==> src/rtl/toccata_play_fifo.sv <==
// Toccata playback FIFO: CPU-written sample FIFO drained in stereo pairs per sample_tick.
// Optional FIFO-low interrupt is built only when TOCCATA_IRQ_EN is defined.
module toccata_play_fifo #(
    parameter int FIFO_DEPTH = 64
) (
    input  logic        clk,
    input  logic        reset,
    input  logic        clk7_en,
    input  logic [23:1] address_in,
    input  logic [15:0] data_in,
    input  logic        rd,
    input  logic        hwr,
    input  logic        lwr,
    input  logic        configured,
    input  logic [7:0]  base_addr,
    input  logic        sample_tick,
    output logic        sel,
    output logic [15:0] data_out,
    output logic [15:0] left,
    output logic [15:0] right,
    output logic        irq
);

    localparam int AW = $clog2(FIFO_DEPTH);

    localparam logic [1:0] ST_IDLE  = 2'd0;
    localparam logic [1:0] ST_POP_L = 2'd1;
    localparam logic [1:0] ST_POP_R = 2'd2;

    localparam logic [AW:0] LVL_FULL = (AW+1)'(FIFO_DEPTH);
    localparam logic [AW:0] LVL_LOW  = (AW+1)'(FIFO_DEPTH / 2);
    localparam logic [AW:0] LVL_PAIR = (AW+1)'(2);

    logic [15:0]   mem [FIFO_DEPTH];
    logic [AW-1:0] wr_ptr;
    logic [AW-1:0] rd_ptr;
    logic [AW:0]   level;
    logic [1:0]    state;
    logic          play;
    logic          flush;
    logic          irqen;
    logic          under;
    logic          over;
    logic          irq_r;

    logic [3:0]    offset;
    logic          wr_cyc;
    logic          ctrl_wr;
    logic          push_req;
    logic          pop_req;
    logic          push_ok;
    logic          pop_ok;
    logic          is_empty;
    logic          is_full;
    logic          is_low;
    logic          tick_go;
    logic [15:0]   pop_dat;

    assign sel      = configured && (address_in[23:16] == base_addr);
    assign offset   = {address_in[3:1], 1'b0};
    assign wr_cyc   = clk7_en && sel && (hwr || lwr);
    assign ctrl_wr  = wr_cyc && lwr && (offset == 4'h0);
    assign push_req = wr_cyc && hwr && lwr && (offset == 4'h4);
    assign pop_req  = (state == ST_POP_L) || (state == ST_POP_R);

    assign is_empty = (level == '0);
    assign is_full  = (level == LVL_FULL);
    assign is_low   = (level <= LVL_LOW);

    // A pop frees a slot this cycle, so a push at full still fits; a push at
    // empty feeds a concurrent pop directly.
    assign push_ok  = push_req && (!is_full || pop_req);
    assign pop_ok   = pop_req && (!is_empty || push_req);
    assign pop_dat  = is_empty ? data_in : mem[rd_ptr];
    assign tick_go  = (state == ST_IDLE) && sample_tick && play;

    always_ff @(posedge clk) begin
        if (push_ok && !flush) begin
            mem[wr_ptr] <= data_in;
        end
    end

    always_ff @(posedge clk) begin
        if (reset) begin
            play   <= 1'b0;
            flush  <= 1'b0;
            under  <= 1'b0;
            over   <= 1'b0;
            wr_ptr <= '0;
            rd_ptr <= '0;
            level  <= '0;
            state  <= ST_IDLE;
            left   <= 16'h0000;
            right  <= 16'h0000;
        end else begin
            if (ctrl_wr) begin
                play  <= data_in[0];
                flush <= data_in[1];
            end else begin
                flush <= 1'b0;
            end

            if (flush) begin
                wr_ptr <= '0;
                rd_ptr <= '0;
                level  <= '0;
                under  <= 1'b0;
                over   <= 1'b0;
            end else begin
                if (wr_cyc && (offset == 4'h2)) begin
                    under <= 1'b0;
                    over  <= 1'b0;
                end
                if (push_ok) begin
                    wr_ptr <= wr_ptr + 1'b1;
                end
                if (pop_ok) begin
                    rd_ptr <= rd_ptr + 1'b1;
                end
                case ({push_ok, pop_ok})
                    2'b10:   level <= level + 1'b1;
                    2'b01:   level <= level - 1'b1;
                    default: level <= level;
                endcase
                // Setting after clearing lets a same-cycle event win over a clear.
                if (push_req && !push_ok) begin
                    over <= 1'b1;
                end
                if (tick_go && (level < LVL_PAIR)) begin
                    under <= 1'b1;
                end
            end

            case (state)
                ST_IDLE: begin
                    if (tick_go && (level >= LVL_PAIR)) begin
                        state <= ST_POP_L;
                    end
                end
                ST_POP_L: begin
                    state <= ST_POP_R;
                    if (pop_ok && !flush) begin
                        left <= pop_dat;
                    end
                end
                ST_POP_R: begin
                    state <= ST_IDLE;
                    if (pop_ok && !flush) begin
                        right <= pop_dat;
                    end
                end
                default: state <= ST_IDLE;
            endcase
        end
    end

`ifdef TOCCATA_IRQ_EN
    always_ff @(posedge clk) begin
        if (reset) begin
            irqen <= 1'b0;
            irq_r <= 1'b0;
        end else begin
            if (ctrl_wr) begin
                irqen <= data_in[2];
            end
            irq_r <= irqen && play && is_low;
        end
    end
`else
    assign irqen = 1'b0;
    assign irq_r = 1'b0;
`endif

    assign irq = irq_r;

    always_comb begin
        data_out = 16'h0000;
        if (sel && rd) begin
            case (offset)
                4'h0:    data_out = {13'h0000, irqen, 1'b0, play};
                4'h2:    data_out = {irq_r, 10'h000, over, under, is_low, is_full, is_empty};
                4'h6:    data_out[AW:0] = level;
                default: data_out = 16'h0000;
            endcase
        end
    end

endmodule

==> config.mk <==
export PLATFORM = sky130hd
export DESIGN_NAME = toccata_play_fifo
export DESIGN_NICKNAME = d
export VERILOG_FILES = /design/src/rtl/toccata_play_fifo.sv
export SDC_FILE = /design/constraint.sdc
export NUM_CORES = 1
export LEC_CHECK = 0
export CORE_MARGIN = 8
export CORE_UTILIZATION = 65
export DETAILED_ROUTE_END_ITERATION = 6
export PLACE_DENSITY = 0.83
export SLEW_MARGIN = 15
export SYNTH_ARGS = -nofsm -noshare
export SYNTH_HDL_FRONTEND = slang
export SYNTH_SLANG_ARGS = --single-unit
==> constraint.sdc <==
create_clock -name clk -period 7.5 [get_ports clk]
set_clock_uncertainty 0.15 [all_clocks]
set_input_delay 1.5 -clock clk [delete_from_list [all_inputs] [get_ports clk]]
set_output_delay 1.5 -clock clk [all_outputs]
set_load 0.05 [all_outputs]
* After elaboration in Yosys (flattened, before gate mapping)
Memories as Yosys holds them, arrays and structs flattened. A register that Yosys moved wholly into a read port is not among the register bits.
Cells that the tools add are included.
** Storage, ports and cells
- Register bits :: 57
- Memory bits (writable) :: 1024
- Bits of input ports :: 55
- Output and inout bits :: 50
- Logic and storage cells :: 79
- Memories kept :: 1
** Memories
- mem :: depth 64, width 16, read ports 1, clocked after Yosys merged registers in 1, write ports 1, line 34 : logic [15:0] mem [FIFO_DEPTH];
** Cells by class
- Add/subtract/negate cells :: 4
- Order comparisons :: 3
- Equal/unequal tests :: 10
- Mux-type cells :: 13
- Bitwise gates (word level) :: 1
- Reduce and logical (&&, ||, !) cells :: 37
** Operator list (count)
- one-hot mux 7 bit (3 select lines) :: 1
- logical AND 1 bit :: 19
- two-way mux 16 bit :: 1
- one-hot mux 7 bit (2 select lines) :: 1
- adder 6 x 1 -> 6 bit, second input constant :: 2
- two-way mux 6 bit :: 2
- equality test 8 bit :: 1
- adder 7 x 1 -> 7 bit, second input constant :: 1
- equality test 7 bit, second input constant :: 1
- greater-or-equal comparator 7 x 2 -> 1 bit, second input constant :: 1
- <= comparator 7 x 6 -> 1 bit, second input constant :: 1
- zero test 7 bit :: 1
- < comparator 7 x 2 -> 1 bit, second input constant :: 1
- two-way mux 7 bit :: 1
- subtractor 7 x 1 -> 7 bit, second input constant :: 1
- equality test 3 x 2 -> 1 bit, second input constant :: 2
- nonzero test 2 bit :: 3
- two-way mux 1 bit :: 5
- equality test 2 x 1 -> 1 bit, second input constant :: 2
- equality test 2 bit, second input constant :: 2
- zero test 1 bit :: 4
- zero test 4 bit :: 1
- logical OR 1 bit :: 4
- one-hot mux 2 bit (2 select lines) :: 1
- 7 further kinds :: 9

* Longest topological paths before layout
- Depth in word-level cells :: 11
- Mapped depth :: 17
- Mapped depth without buffers :: 16

* Least setup slack after synthesis
No wires, ideal clock.
- Path kind :: input to output
- Start point :: input base_addr[5]
- End point :: output sel
- Data arrival time :: 3.399 ns
- Required time :: 5.850 ns
- Slack :: 2.451 ns
- Stages :: 3
- Cells stage by stage :: xnor2_1 nand4_1 nor4_1
** Between the ends
- Word-level cells in the longest chain between the ends :: 2
** Ends and longest elaborated chain
- start, declared :: line 15 : input logic [7:0] base_addr,
- equality test 8 bit :: line 59 : assign sel = configured && (address_in[23:16] == base_addr);
- logical AND 1 bit :: line 59
- end, declared :: line 17 : output logic sel,
No other way between the ends.

* Final worst setup path
- Start point :: input base_addr[2]
- End point :: output data_out[5]
** Between the ends
- Word-level cells in the longest chain between the ends :: 4
** Ends and longest elaborated chain
- equality test 8 bit :: line 59
- logical AND 1 bit :: line 59
- logical AND 1 bit :: line 178 : if (sel && rd) begin
- two-way mux 7 bit :: line 178
- end, declared :: line 18 : output logic [15:0] data_out,
No other way between the ends.

==> summary.txt <==
Run status
  – Status: completed

Place
  – Gpl congestion: 0.834
  – Estimated wirelength of the detail-placed design: 55800 um
  – DP Cell Count: 3030
  – DP Area: 44500 um2
  – # port buffers: 82
  – Place WS: 1.39 ns

Clock tree
  – Post-CTS resize count: 0
  – Root buf cell: clkbuf_16
  – Post-CTS Setup Bufs: 0
  – TritonCTS Buffers: 102
  – H-Tree Depth: 3
  – # hold bufs at CTS: 0
  – Clk_lat worst skew: 0.66 ns
  – Max Root-Sink Buffers: 3
  – CTS tree: yes
  – Reg clk slew, reported paths: 0.06 ns
  – Clock Sinks: 1087

Synth
  – Top-count cell post-synth: edfxtp_1
  – Synth area leader: edfxtp_1
  – Synth top area cells: edfxtp_1, mux4_2, dfxtp_1
  – Synth top cells by count: edfxtp_1, mux4_2, nor2_1
  – Synth warn: 0
  – Yosys top cell area share: 0.723
  – Cells after synthesis: 2122
  – Most common flop cell mapped by yosys: edfxtp_1
  – Synth unique cells: 52
  – EDFF count, synth: 1024
  – Sequential-to-total area share from yosys stat: 0.753
  – Post-Syn Area: 42500 um2
  – FFs w/ async S/R, synth: 0
  – Syn avg cell area: 20.0 um2
  – Synthesis-stage register bit count: 1087

Cells and area
  – Area grow syn2layout: 12.5%
  – Non-Filler Instances: 3224
  – Fraction of layout cells with a size suffix above 1: 0.229
  – Nets: 2347
  – Final Cell Area: 47800 um2

GRT
  – Initial antenna violation count: 6
  – GRT Overall Usage: 0.281
  – Total grt overflow: 0
  – Largest net degree at the start of global routing: 137
  – First-pass GRT wire length: 152000 um
  – Vias in the first global route: 23100

Route
  – Via Count: 22400
  – Routed len/inst: 32.3 um
  – DRT Pass-1 Iters: 5
  – Vias per cell: 6.96
  – DRC: 0
  – Final WL: 104000 um
  – DRT antenna net count: 0
  – Initial drt markers: 3154

Worst setup path
  – Worst path required time: 5.85 ns
  – Worst-path cell chain: clkdlybuf4s50_1 > xor2_1 > or3_4 > nor3_1 > and3_1 > and3_1 > clkdlybuf4s50_1
  – Critical path launch point type: input pin
  – Critical path class: input pin to output pin
  – CP peak stage delay: 0.80 ns
  – Worst Path Arrival: 4.11 ns
  – Crit path max-delay cell type: clkdlybuf4s50_1
  – Crit. End Element: output pin
  – CP max FO: 5

Power and ir drop
  – Leakage power: 14.5 nW
  – PwrDens: 249 nW/um2
  – Worst VDD drop: 170 uV

Floorplan
  – Row count: 93
  – Die area: 73800 um2
  – Die Wd: 272 um
  – Core area: 64600 um2
  – Starting Density: 0.658
  – Top Ports: 105
  – Die Ht: 272 um

STA
  – Setup_tns: 0 ns
  – Crit share post-route: 0.769
  – Fin. max-slew vios: 0
  – Final min period: 5.76 ns
  – Final WS setup: 1.74 ns
  – Final hold vios: 0
  – Fmax: 173 MHz
  – Slew HR: 0.154
  – Worst-Margin Slew: 1.27 ns
  – Final setup fails: 0
  – RSZ-0062 raised after global routing: no

Run
  – Max_cap viols: 0

Min path
  – Worst hold path type: register to register
==> layout by cell type (no fill, tap or decap), types with 16 or more instances in the layout <==
cell / count
clkdlybuf4s50_1: 65
mux2i_1: 104
o21ai_0: 29
nor3b_1: 33
nand3_1: 20
nand2_1: 22
edfxtp_1: 1024
nor2b_1: 27
buf_4: 96
dfxtp_1: 59
clkbuf_16: 108
clkbuf_1: 36
mux4_2: 243
nor2_1: 143
a31o_2: 22
nor3_1: 17
a211oi_1: 22
clkinv_1: 16
o22ai_1: 54
==> critical path, delay by kind of cell <==
| family | cells | cell delay (ns) |
|---|---|---|
| and+or+nand+nor | 4 | 1.16 |
| buffers and inverters | 2 | 1.25 |
| xor gates and xnor gates | 1 | 0.20 |
==> registers in the layout, indices dropped and copies added, names as in the netlist, 2 cells and up, named ones only <==
| register | flops |
|---|---|
| state | 2 |
| wr_ptr | 6 |
| left | 16 |
| mem | 1024 |
| right | 16 |
| level | 7 |
| rd_ptr | 6 |
==> final cells by class <==
class / count / area (um2)
Sequential cell: 1087 / 32000
Clock buffer: 149 / 2910
Multi-Input combinational cell: 897 / 9880
Timing Repair Buffer: 179 / 1510
Clock inverter: 44 / 403
Antenna cell: 1 / 2.50
Fill cell: 3345 / 16700
Inverter: 12 / 45.0
Tap cell: 855 / 1070
==> per-stage QoR <==
step | utilization | total power [mW] | hold slack [ns]
floorplan | - | 6.79 | 0.281
global placement | 0.689 | 6.90 | 0.292
detailed placement | 0.689 | 6.91 | 0.303
CTS | 0.741 | 11.9 | 0.310
global route | 0.741 | 12.2 | 0.325
finish | 0.741 | 11.9 | 0.309
==> logic make-up after synthesis <==
family	after synthesis	synth area share
other	1	0.0000882
buffers and inverters	147	0.0163
muxes	347	0.153
AOI/OAI and AO/OA	190	0.0316
xor gates and xnor gates	21	0.00433
DFF	1087	0.753
adders and majority gates	13	0.00400
and+or+nand+nor	316	0.0376
==> where the power goes <==
| part | internal (mW) | switching [mW] |
|---|---|---|
| clock network | 2.93 | 2.18 |
| logic | 0.0261 | 0.135 |
| registers | 6.63 | 0.00000386 |
| total | 9.58 | 2.31 |
==> routing by layer <==
layer	global-route usage	vias to the layer above	wire length, um
met3	0.0717	331	12900
li1	-	9026	-
met5	0	-	61
met4	0.134	10	5360
met2	0.443	1632	49600
met1	0.368	11400	36300
==> path summary, 6_finish.rpt <==
| kind | from | endpoint | slack (ns) | cells past startpoint |
|---|---|---|---|---|
| setup reg to reg | level[1] | level[6] | 3.12 | 15 |
| setup / recovery | base_addr[2] | data_out[5] | 1.74 | 7 |
| hold / removal | under | under | 0.31 | 2 |
| hold reg to reg | under | under | 0.31 | 2 |
(Power assumes the default switching activity.)
